$ cat config.mk
export PLATFORM = sky130hd
export DESIGN_NAME = loopback_ctrl_flat
export DESIGN_NICKNAME = d
export VERILOG_FILES = /design/src/rtl/hc_pkg.sv /design/src/rtl/loopback_ctrl_if.sv /design/src/rtl/loopback_ctrl.sv /design/src/flat_wrapper.sv
export SDC_FILE = /design/constraint.sdc
export NUM_CORES = 2
export LEC_CHECK = 0
export CAP_MARGIN = 20
export CORE_AREA = 8 8 503 505
export DETAILED_ROUTE_END_ITERATION = 10
export DIE_AREA = 0 0 511 513
export SLEW_MARGIN = 10
export SYNTH_ARGS = -nofsm -noshare
export SYNTH_HDL_FRONTEND = slang
export SYNTH_SLANG_ARGS = --single-unit
$ cat constraint.sdc
create_clock -name clk -period 3.7 [get_ports clk]
set_input_delay 0.74 -clock clk [delete_from_list [all_inputs] [get_ports clk]]
set_output_delay 0.74 -clock clk [all_outputs]
set_load 0.01 [all_outputs]
$ cat src/rtl/hc_pkg.sv
// Shared types and width defaults for the loopback sample datapath.
package hc_pkg;

  localparam int unsigned HC_ADDR_WIDTH = 42;
  localparam int unsigned HC_DATA_WIDTH = 512;

  typedef enum logic [1:0] {
    ST_IDLE  = 2'd0,
    ST_RUN   = 2'd1,
    ST_DRAIN = 2'd2,
    ST_DONE  = 2'd3
  } state_t;

endpackage

$ cat src/rtl/loopback_ctrl_if.sv
// Request/response channel and loopback FIFO signals seen by loopback_ctrl.
// master = sequencer side, slave = host channel / FIFO side.
interface loopback_ctrl_if
  import hc_pkg::*;
#(
  parameter int unsigned DATA_WIDTH = HC_DATA_WIDTH,
  parameter int unsigned ADDR_WIDTH = HC_ADDR_WIDTH
);

  logic                  rd_req_valid;
  logic [ADDR_WIDTH-1:0] rd_req_addr;
  logic                  rd_almfull;
  logic                  rd_rsp_valid;

  logic                  fifo_enq_en;
  logic                  fifo_not_full;
  logic                  fifo_deq_en;
  logic                  fifo_not_empty;
  logic [DATA_WIDTH-1:0] fifo_deq_data;

  logic                  wr_req_valid;
  logic [ADDR_WIDTH-1:0] wr_req_addr;
  logic [DATA_WIDTH-1:0] wr_req_data;
  logic                  wr_almfull;
  logic                  wr_rsp_valid;

  modport master (
    output rd_req_valid, rd_req_addr,
    input  rd_almfull, rd_rsp_valid,
    output fifo_enq_en, fifo_deq_en,
    input  fifo_not_full, fifo_not_empty, fifo_deq_data,
    output wr_req_valid, wr_req_addr, wr_req_data,
    input  wr_almfull, wr_rsp_valid
  );

  modport slave (
    input  rd_req_valid, rd_req_addr,
    output rd_almfull, rd_rsp_valid,
    input  fifo_enq_en, fifo_deq_en,
    output fifo_not_full, fifo_not_empty, fifo_deq_data,
    input  wr_req_valid, wr_req_addr, wr_req_data,
    output wr_almfull, wr_rsp_valid
  );

endinterface

$ cat src/rtl/loopback_ctrl.sv
// Loopback sequencer: credit-limited line reads into the loopback FIFO, FIFO pops
// issued as line writes. Define LOOPBACK_CTRL_STATS_EN for cycle/stall statistics.
module loopback_ctrl
  import hc_pkg::*;
#(
  parameter int unsigned DATA_WIDTH = HC_DATA_WIDTH,
  parameter int unsigned FIFO_DEPTH = 8,
  parameter int unsigned ADDR_WIDTH = HC_ADDR_WIDTH
) (
  input  logic                  clk,
  input  logic                  reset,
  input  logic                  start,
  input  logic [31:0]           num_lines,
  input  logic [ADDR_WIDTH-1:0] rd_base,
  input  logic [ADDR_WIDTH-1:0] wr_base,
  loopback_ctrl_if.master       bus,
  output logic                  busy,
  output logic                  done,
  output logic                  overflow_err,
  output logic [31:0]           cycle_count,
  output logic [31:0]           stall_count
);

  localparam int unsigned CREDIT_W = (FIFO_DEPTH > 2) ? $clog2(FIFO_DEPTH) : 1;
  localparam logic [CREDIT_W-1:0] CREDIT_MAX = CREDIT_W'(FIFO_DEPTH - 1);

  state_t                state;
  logic [31:0]           lines_r;
  logic [ADDR_WIDTH-1:0] rd_base_r;
  logic [ADDR_WIDTH-1:0] wr_base_r;
  logic [31:0]           rd_issued;
  logic [31:0]           wr_issued;
  logic [31:0]           wr_acked;
  logic [31:0]           wr_acked_next;
  logic [CREDIT_W-1:0]   credit;

  logic active;
  logic accept;
  logic rd_pending;
  logic rd_issue;
  logic wr_issue;

  assign active     = (state == ST_RUN) || (state == ST_DRAIN);
  assign accept     = start && ((state == ST_IDLE) || (state == ST_DONE));
  assign rd_pending = (state == ST_RUN) && (rd_issued < lines_r);
  assign rd_issue   = rd_pending && !bus.rd_almfull && (credit != '0);
  assign wr_issue   = active && bus.fifo_not_empty && !bus.wr_almfull && (wr_issued < lines_r);

  assign bus.fifo_deq_en = wr_issue;
  assign bus.fifo_enq_en = bus.rd_rsp_valid;

  // Look-ahead ack count lets DONE follow the final write response by one cycle.
  always_comb begin
    wr_acked_next = wr_acked;
    if (active && bus.wr_rsp_valid) wr_acked_next = wr_acked + 32'd1;
  end

  always_ff @(posedge clk) begin
    if (reset) begin
      state <= ST_IDLE;
    end else begin
      unique case (state)
        ST_IDLE, ST_DONE: begin
          if (start) state <= (num_lines == '0) ? ST_DONE : ST_RUN;
        end
        ST_RUN: begin
          if (rd_issued == lines_r) state <= ST_DRAIN;
        end
        ST_DRAIN: begin
          if (wr_acked_next == lines_r) state <= ST_DONE;
        end
        default: state <= ST_IDLE;
      endcase
    end
  end

  always_ff @(posedge clk) begin
    if (reset) begin
      lines_r   <= '0;
      rd_base_r <= '0;
      wr_base_r <= '0;
      rd_issued <= '0;
      wr_issued <= '0;
      wr_acked  <= '0;
      credit    <= '0;
    end else if (accept) begin
      lines_r   <= num_lines;
      rd_base_r <= rd_base;
      wr_base_r <= wr_base;
      rd_issued <= '0;
      wr_issued <= '0;
      wr_acked  <= '0;
      credit    <= CREDIT_MAX;
    end else begin
      if (rd_issue) rd_issued <= rd_issued + 32'd1;
      if (wr_issue) wr_issued <= wr_issued + 32'd1;
      wr_acked <= wr_acked_next;
      if (rd_issue && !wr_issue) begin
        credit <= credit - 1'b1;
      end else if (wr_issue && !rd_issue && (credit != CREDIT_MAX)) begin
        credit <= credit + 1'b1;
      end
    end
  end

  always_ff @(posedge clk) begin
    if (reset) begin
      bus.rd_req_valid <= 1'b0;
      bus.rd_req_addr  <= '0;
      bus.wr_req_valid <= 1'b0;
      bus.wr_req_addr  <= '0;
      bus.wr_req_data  <= '0;
    end else begin
      bus.rd_req_valid <= rd_issue;
      bus.wr_req_valid <= wr_issue;
      if (rd_issue) bus.rd_req_addr <= rd_base_r + ADDR_WIDTH'(rd_issued);
      if (wr_issue) begin
        bus.wr_req_addr <= wr_base_r + ADDR_WIDTH'(wr_issued);
        bus.wr_req_data <= bus.fifo_deq_data;
      end
    end
  end

  always_ff @(posedge clk) begin
    if (reset || accept) begin
      overflow_err <= 1'b0;
    end else if (bus.rd_rsp_valid && !bus.fifo_not_full) begin
      overflow_err <= 1'b1;
    end
  end

  assign busy = active;
  assign done = (state == ST_DONE);

`ifdef LOOPBACK_CTRL_STATS_EN
  logic [31:0] cycle_r;
  logic [31:0] stall_r;

  always_ff @(posedge clk) begin
    if (reset || accept) begin
      cycle_r <= '0;
      stall_r <= '0;
    end else begin
      if (active && (cycle_r != '1)) cycle_r <= cycle_r + 32'd1;
      if (rd_pending && ((credit == '0) || bus.rd_almfull) && (stall_r != '1)) begin
        stall_r <= stall_r + 32'd1;
      end
    end
  end

  assign cycle_count = cycle_r;
  assign stall_count = stall_r;
`else
  assign cycle_count = '0;
  assign stall_count = '0;
`endif

endmodule

$ cat src/flat_wrapper.sv
// flat-port wrapper written by rule: the top's interface ports become plain ports
module loopback_ctrl_flat import hc_pkg::*;
#(
  parameter int unsigned DATA_WIDTH = HC_DATA_WIDTH,
  parameter int unsigned FIFO_DEPTH = 8,
  parameter int unsigned ADDR_WIDTH = HC_ADDR_WIDTH
)
  (clk, reset, start, num_lines, rd_base, wr_base, busy, done, overflow_err, cycle_count, stall_count, bus_rd_req_valid, bus_rd_req_addr, bus_rd_almfull, bus_rd_rsp_valid, bus_fifo_enq_en, bus_fifo_deq_en, bus_fifo_not_full, bus_fifo_not_empty, bus_fifo_deq_data, bus_wr_req_valid, bus_wr_req_addr, bus_wr_req_data, bus_wr_almfull, bus_wr_rsp_valid);
  loopback_ctrl_if #(.DATA_WIDTH(DATA_WIDTH), .ADDR_WIDTH(ADDR_WIDTH)) bus_i ();
  input  logic clk;
  input  logic reset;
  input  logic start;
  input  logic [31:0] num_lines;
  input  logic [ADDR_WIDTH-1:0] rd_base;
  input  logic [ADDR_WIDTH-1:0] wr_base;
  output logic busy;
  output logic done;
  output logic overflow_err;
  output logic [31:0] cycle_count;
  output logic [31:0] stall_count;
  output wire logic [$bits(bus_i.rd_req_valid)-1:0] bus_rd_req_valid;
  output wire logic [$bits(bus_i.rd_req_addr)-1:0] bus_rd_req_addr;
  input wire logic [$bits(bus_i.rd_almfull)-1:0] bus_rd_almfull;
  input wire logic [$bits(bus_i.rd_rsp_valid)-1:0] bus_rd_rsp_valid;
  output wire logic [$bits(bus_i.fifo_enq_en)-1:0] bus_fifo_enq_en;
  output wire logic [$bits(bus_i.fifo_deq_en)-1:0] bus_fifo_deq_en;
  input wire logic [$bits(bus_i.fifo_not_full)-1:0] bus_fifo_not_full;
  input wire logic [$bits(bus_i.fifo_not_empty)-1:0] bus_fifo_not_empty;
  input wire logic [$bits(bus_i.fifo_deq_data)-1:0] bus_fifo_deq_data;
  output wire logic [$bits(bus_i.wr_req_valid)-1:0] bus_wr_req_valid;
  output wire logic [$bits(bus_i.wr_req_addr)-1:0] bus_wr_req_addr;
  output wire logic [$bits(bus_i.wr_req_data)-1:0] bus_wr_req_data;
  input wire logic [$bits(bus_i.wr_almfull)-1:0] bus_wr_almfull;
  input wire logic [$bits(bus_i.wr_rsp_valid)-1:0] bus_wr_rsp_valid;
  assign bus_rd_req_valid = bus_i.rd_req_valid;
  assign bus_rd_req_addr = bus_i.rd_req_addr;
  assign bus_i.rd_almfull = bus_rd_almfull;
  assign bus_i.rd_rsp_valid = bus_rd_rsp_valid;
  assign bus_fifo_enq_en = bus_i.fifo_enq_en;
  assign bus_fifo_deq_en = bus_i.fifo_deq_en;
  assign bus_i.fifo_not_full = bus_fifo_not_full;
  assign bus_i.fifo_not_empty = bus_fifo_not_empty;
  assign bus_i.fifo_deq_data = bus_fifo_deq_data;
  assign bus_wr_req_valid = bus_i.wr_req_valid;
  assign bus_wr_req_addr = bus_i.wr_req_addr;
  assign bus_wr_req_data = bus_i.wr_req_data;
  assign bus_i.wr_almfull = bus_wr_almfull;
  assign bus_i.wr_rsp_valid = bus_wr_rsp_valid;
  loopback_ctrl #(.DATA_WIDTH(DATA_WIDTH), .FIFO_DEPTH(FIFO_DEPTH), .ADDR_WIDTH(ADDR_WIDTH)) u_core (.clk(clk), .reset(reset), .start(start), .num_lines(num_lines), .rd_base(rd_base), .wr_base(wr_base), .bus(bus_i), .busy(busy), .done(done), .overflow_err(overflow_err), .cycle_count(cycle_count), .stall_count(stall_count));
endmodule
After elaboration in Yosys (flattened, before gate mapping)
Index checks and enable logic that the tools add are counted.

cells by class
  multiplexer cells = 9
  $add $sub $neg = 7
  equal/unequal tests = 9
  reductions and logical operators = 27
  $lt $le $gt $ge = 2

operators by type and width
  kind                                                                   number
  32-bit by 1-bit adder with 32-bit output, second input constant        3
  42-bit by 32-bit adder with 42-bit output                              2
  32-bit equality test                                                   2
  32-bit < comparator                                                    2
  32-bit logical NOT                                                     1
  32-bit 2-to-1 mux                                                      1
  1-bit logical AND                                                      12
  3-bit 2-to-1 mux                                                       3
  2-bit 2-to-1 mux                                                       4
  2-bit inequality test, second input constant                           3
  2-bit case mux with 3 select lines                                     1
  3-bit nonzero test                                                     2
  1-bit logical NOT                                                      5
  2-bit equality test, second input constant                             2
  2-bit OR reduction                                                     2
  3-bit by 1-bit adder with 3-bit output, second input constant          1
  1-bit logical OR                                                       3
  3-bit inequality test, second input constant                           1
  3-bit AND reduction                                                    1
  3-bit by 1-bit subtractor with 3-bit output, second input constant     1
  2-bit by 1-bit equality test with 1-bit output, second input constant  1
  2-bit logical NOT                                                      1

storage, ports and cells
  output and inout bits = 667
  bits of input ports = 637
  bits in registers = 816
  word-level logic and storage cells = 68

Depth between registers and ports, before layout
  depth after elaboration = 10
  depth in mapped cells = 15
  mapped depth without buffers = 13

Least setup slack after synthesis
OpenSTA, ideal clock, no wires.

  path kind = flip-flop to output port
  start point = reg u_core.lines_r[25]
  end point = out bus_fifo_deq_en
  data required time = 2.960 ns
  buffers on the path = 3
  setup slack = 0.358 ns
  data arrival time = 2.602 ns
  stages on the path, launching flop included = 13
  cell sequence = dfxtp_1 inv_1 ha_1 a21o_1 a21o_1 a21oi_1 o22ai_1 or3_1 o32a_1 buf_2 inv_2 clkbuf_1 buf_2

on the way
  cells in the longest elaborated chain, start to end = 2

RTL lines
  item                    line                 source
  start, declared         loopback_ctrl.sv:28  logic [31:0] lines_r;
  start signal, assigned  loopback_ctrl.sv:87  lines_r <= num_lines;
  32-bit < comparator     loopback_ctrl.sv:47  assign wr_issue = active && bus.fifo_not_empty && !bus.wr_almfull && (wr_issued < lines_r);
  1-bit logical AND       loopback_ctrl.sv:47
  end, declared           flat_wrapper.sv:26   output wire logic [$bits(bus_i.fifo_deq_en)-1:0] bus_fifo_deq_en;

No other way between the ends.

Worst setup path after layout
  start point = reg u_core.wr_issued[30]
  end point = out bus_fifo_deq_en

on the way
  cells in the longest elaborated chain, start to end = 2

RTL lines
  item                    line                 source
  start, declared         loopback_ctrl.sv:32  logic [31:0] wr_issued;
  start signal, assigned  loopback_ctrl.sv:96  if (wr_issue) wr_issued <= wr_issued + 32'd1;
  32-bit < comparator     loopback_ctrl.sv:47
  1-bit logical AND       loopback_ctrl.sv:47

No other way between the ends.

==> impl_metrics.toml <==
[detailed_routing]
dr.pass1.iters = 8
drt_iter0_drc = 2655
wl_mm = 233
vias = 37600
wl_per_cell_um = 25.4
ant_nets = 0
drc = 0
viasPerCell = 4.10

[grt]
antenna_found_initial = 94
met3_usage = 0.0688
grtUsageMet1 = 0.205
first_global_vias = 36600
grt_max_degree = 139
grt_usage = 0.167
grt.overflow.total = 0
grt_pass1_wl_mm = 312
top_usage_layer = "met2"
grtUsageMet2 = 0.264

[layout]
final_common_cell = "nand2_1"
drive_above_1_share = 0.0755
multi_input_area_um2 = 17800
final_cell_mix = "nand2_1, clkdlybuf4s50_1, dfxtp_1"
regArea_um2 = 16400
num-nets-final = 6605
num-fill-cells = 26700
final_area_um2 = 56500
layout-area-overhead-vs-synth_pct = 58.5
instances_no_fill = 9168

[sta]
clock_skew_ns = 0.0691
max_slew.worst_pin.slew_ns = 0.879
period_needed_ns = 3.62
fmax_mhz = 276
post-route-period-util = 0.979
rsz0062_at_grt = "true"
finalHoldViolations = 0
fin_worst_hold_slack_ns = 0.442
finalSetupTns_ns = 0
setup_viol = 0
max-slew-margin-rel = 0.408
finalMaxSlewViolations = 0

[floorplanning]
core-area_um2 = 245000
chipWidth_um = 511
ios = 1304
dieHeight_um = 513
start_util = 0.146
num_rows = 182
die_area_um2 = 262000

[synth]
netlist_top_cells_area = "dfxtp_1, nand2_1, a21oi_1"
syn_inst = 4551
syn_area_um2 = 35600
yosysWarnings = 0
synth_edf_count = 0
synth_cell_types = 77
synth_ff_type = "dfxtp_1"
yosysSeqAreaShare = 0.459
yosysTopAreaCell = "dfxtp_1"
synth_top_area_frac = 0.459
synthArstFlopShare = 0
syn_area_per_cell_um2 = 7.83
ys_ff_latch = 816

[clock_tree]
cts_buffers = 101
cts_root_buffer = "clkbuf_16"
clk_latency_ns = 0.75
clk_path_buf_depth = 3
htreeDepth = 3
cts_sinks = 816
cts_tree = "done"
clkTransAtPathRegs_ns = 0.06

[setup_path]
cp-start-kind = "register"
slowest_stage = "or3_4"
critPathKind = "register to output port"
cp.arrival_ns = 2.88
endpoint_kind = "output port"
worstPathRequired_ns = 2.96
path_cells = "ha_4, nor2b_1, o21ai_1, buf_4, nand4_1, or3_4, o32a_4, inv_8, buf_6"
max_stage_delay_ns = 0.44
critPathMaxFanout = 2

[power_and_ir_drop]
p_int_w = 0.0215
switchingPower_w = 0.0128
pwr-share-comb = 0.358
p_clk_frac = 0.310
p_seq_frac = 0.332
fin_total_pwr_w = 0.0342
leakagePower_nw = 20.3
sw_frac_of_total = 0.373
peakVddDrop_uv = 345
power.density_nw_per_um2 = 606

[placed_design]
gp_congestion = 0.935
io_buffer_count = 1239
post-dp-hpwl_mm = 194
place_area_um2 = 52700
dp_cells = 8946

[worst_hold_path]
hp-class = "input pin to register"

[run]
max_cap_violations = 0

[status]
outcome = "complete, no violations"
==> state kept, by name (all words and copies together) (netlist names), 2 cells and up <==
register,cells
u_core.bus.rd_req_addr,42
u_core.bus.wr_req_addr,42
u_core.bus.wr_req_data,512
u_core.credit,3
u_core.lines_r,32
u_core.rd_base_r,42
u_core.rd_issued,32
u_core.state,2
u_core.wr_acked,32
u_core.wr_base_r,42
u_core.wr_issued,32
==> through the flow <==
stage / util / setup slack [ns]
global route: 0.230 / -0.0524
finish: 0.231 / 0.0767
floorplan: - / 0.358
global placement: 0.215 / -0.235
detailed placement: 0.215 / -0.199
CTS: 0.230 / 0.000712
==> repair_timing <==
action	in CTS	in global routing
buffers inserted	3	2
hold buffers	0	0
endpoints found under the setup margin	2	111
resized for setup	37	11
pin swaps	8	6
==> logic make-up after synthesis <==
logic type / synth area share
mux: 0.00172
buf+inv: 0.0515
fa+ha+maj: 0.0484
other cells: 0.000105
simple gates: 0.232
xor+xnor: 0.0423
compound gates: 0.166
flops: 0.459
==> worst paths after layout <==
check / slack, ns / start / depth (start not counted) / to
setup / recovery: 0.08 / u_core.wr_issued[30]$_SDFFE_PP0P_ / 9 / bus_fifo_deq_en
hold / removal: 0.44 / reset / 2 / u_core.rd_base_r[31]$_SDFFE_PP0P_
setup reg to reg: 0.08 / u_core.wr_issued[30]$_SDFFE_PP0P_ / 14 / u_core.bus.wr_req_data[63]$_SDFFE_PP0P_
hold reg to reg: 0.45 / u_core.bus.rd_req_addr[13]$_SDFFE_PP0P_ / 2 / u_core.bus.rd_req_addr[13]$_SDFFE_PP0P_
==> final cells by class <==
class                           count  share of cell area
Sequential cell                   816               0.290
Timing Repair Buffer             1456               0.254
Tap cell                         3220              0.0713
Antenna cell                       37             0.00164
Inverter                           79             0.00538
Clock inverter                     48              0.0117
Clock buffer                      134              0.0505
Multi-Input combinational cell   3378               0.316
==> cell usage after synthesis, types with 4 or more instances <==
library cell / number
o311ai_0: 4
or3_1: 33
xnor2_1: 94
nand4_1: 52
a21oi_1: 755
a22o_1: 5
dfxtp_1: 816
buf_1: 7
and2_1: 17
mux2i_1: 5
nand2b_1: 11
nor3_1: 41
nand3_1: 79
ha_1: 133
o21bai_1: 4
or2_2: 5
xnor3_1: 12
nand2_1: 1433
o2111ai_1: 6
and3_1: 43
a211oi_1: 20
o211ai_1: 10
o31ai_1: 13
buf_4: 65
a21boi_0: 5
nor2_1: 173
a311oi_1: 8
a211o_1: 6
xor2_1: 47
a31oi_1: 15
inv_1: 78
o21a_1: 21
nor4_1: 36
o31a_1: 4
buf_2: 11
a21o_1: 69
nor2b_1: 13
and4_1: 9
o21ai_0: 65
clkbuf_1: 257
or4_1: 7
==> metal layers <==
layer	wire [um]	part of all wire
met5	246	0.0011
met4	9040	0.039
met3	21900	0.094
met2	103000	0.44
met1	98700	0.42
==> power groups by stage <==
stage                     registers [W]  logic [W]  clock network (W)
after floorplan                  0.0118    0.00467                  0
after global placement           0.0115     0.0123                  0
after detailed placement         0.0115     0.0124                  0
after CTS                        0.0114     0.0125             0.0110
after global routing             0.0115     0.0132             0.0113
final                            0.0114     0.0122             0.0106
==> critical path, delay by kind of cell, from the launching register on <==
family | cells | cell delay, ns
simple gates | 3 | 0.74
buf+inv | 3 | 0.29
flops | 1 | 0.42
compound gates | 2 | 0.47
fa+ha+maj | 1 | 0.23
Power figures use the tool's default switching activity.
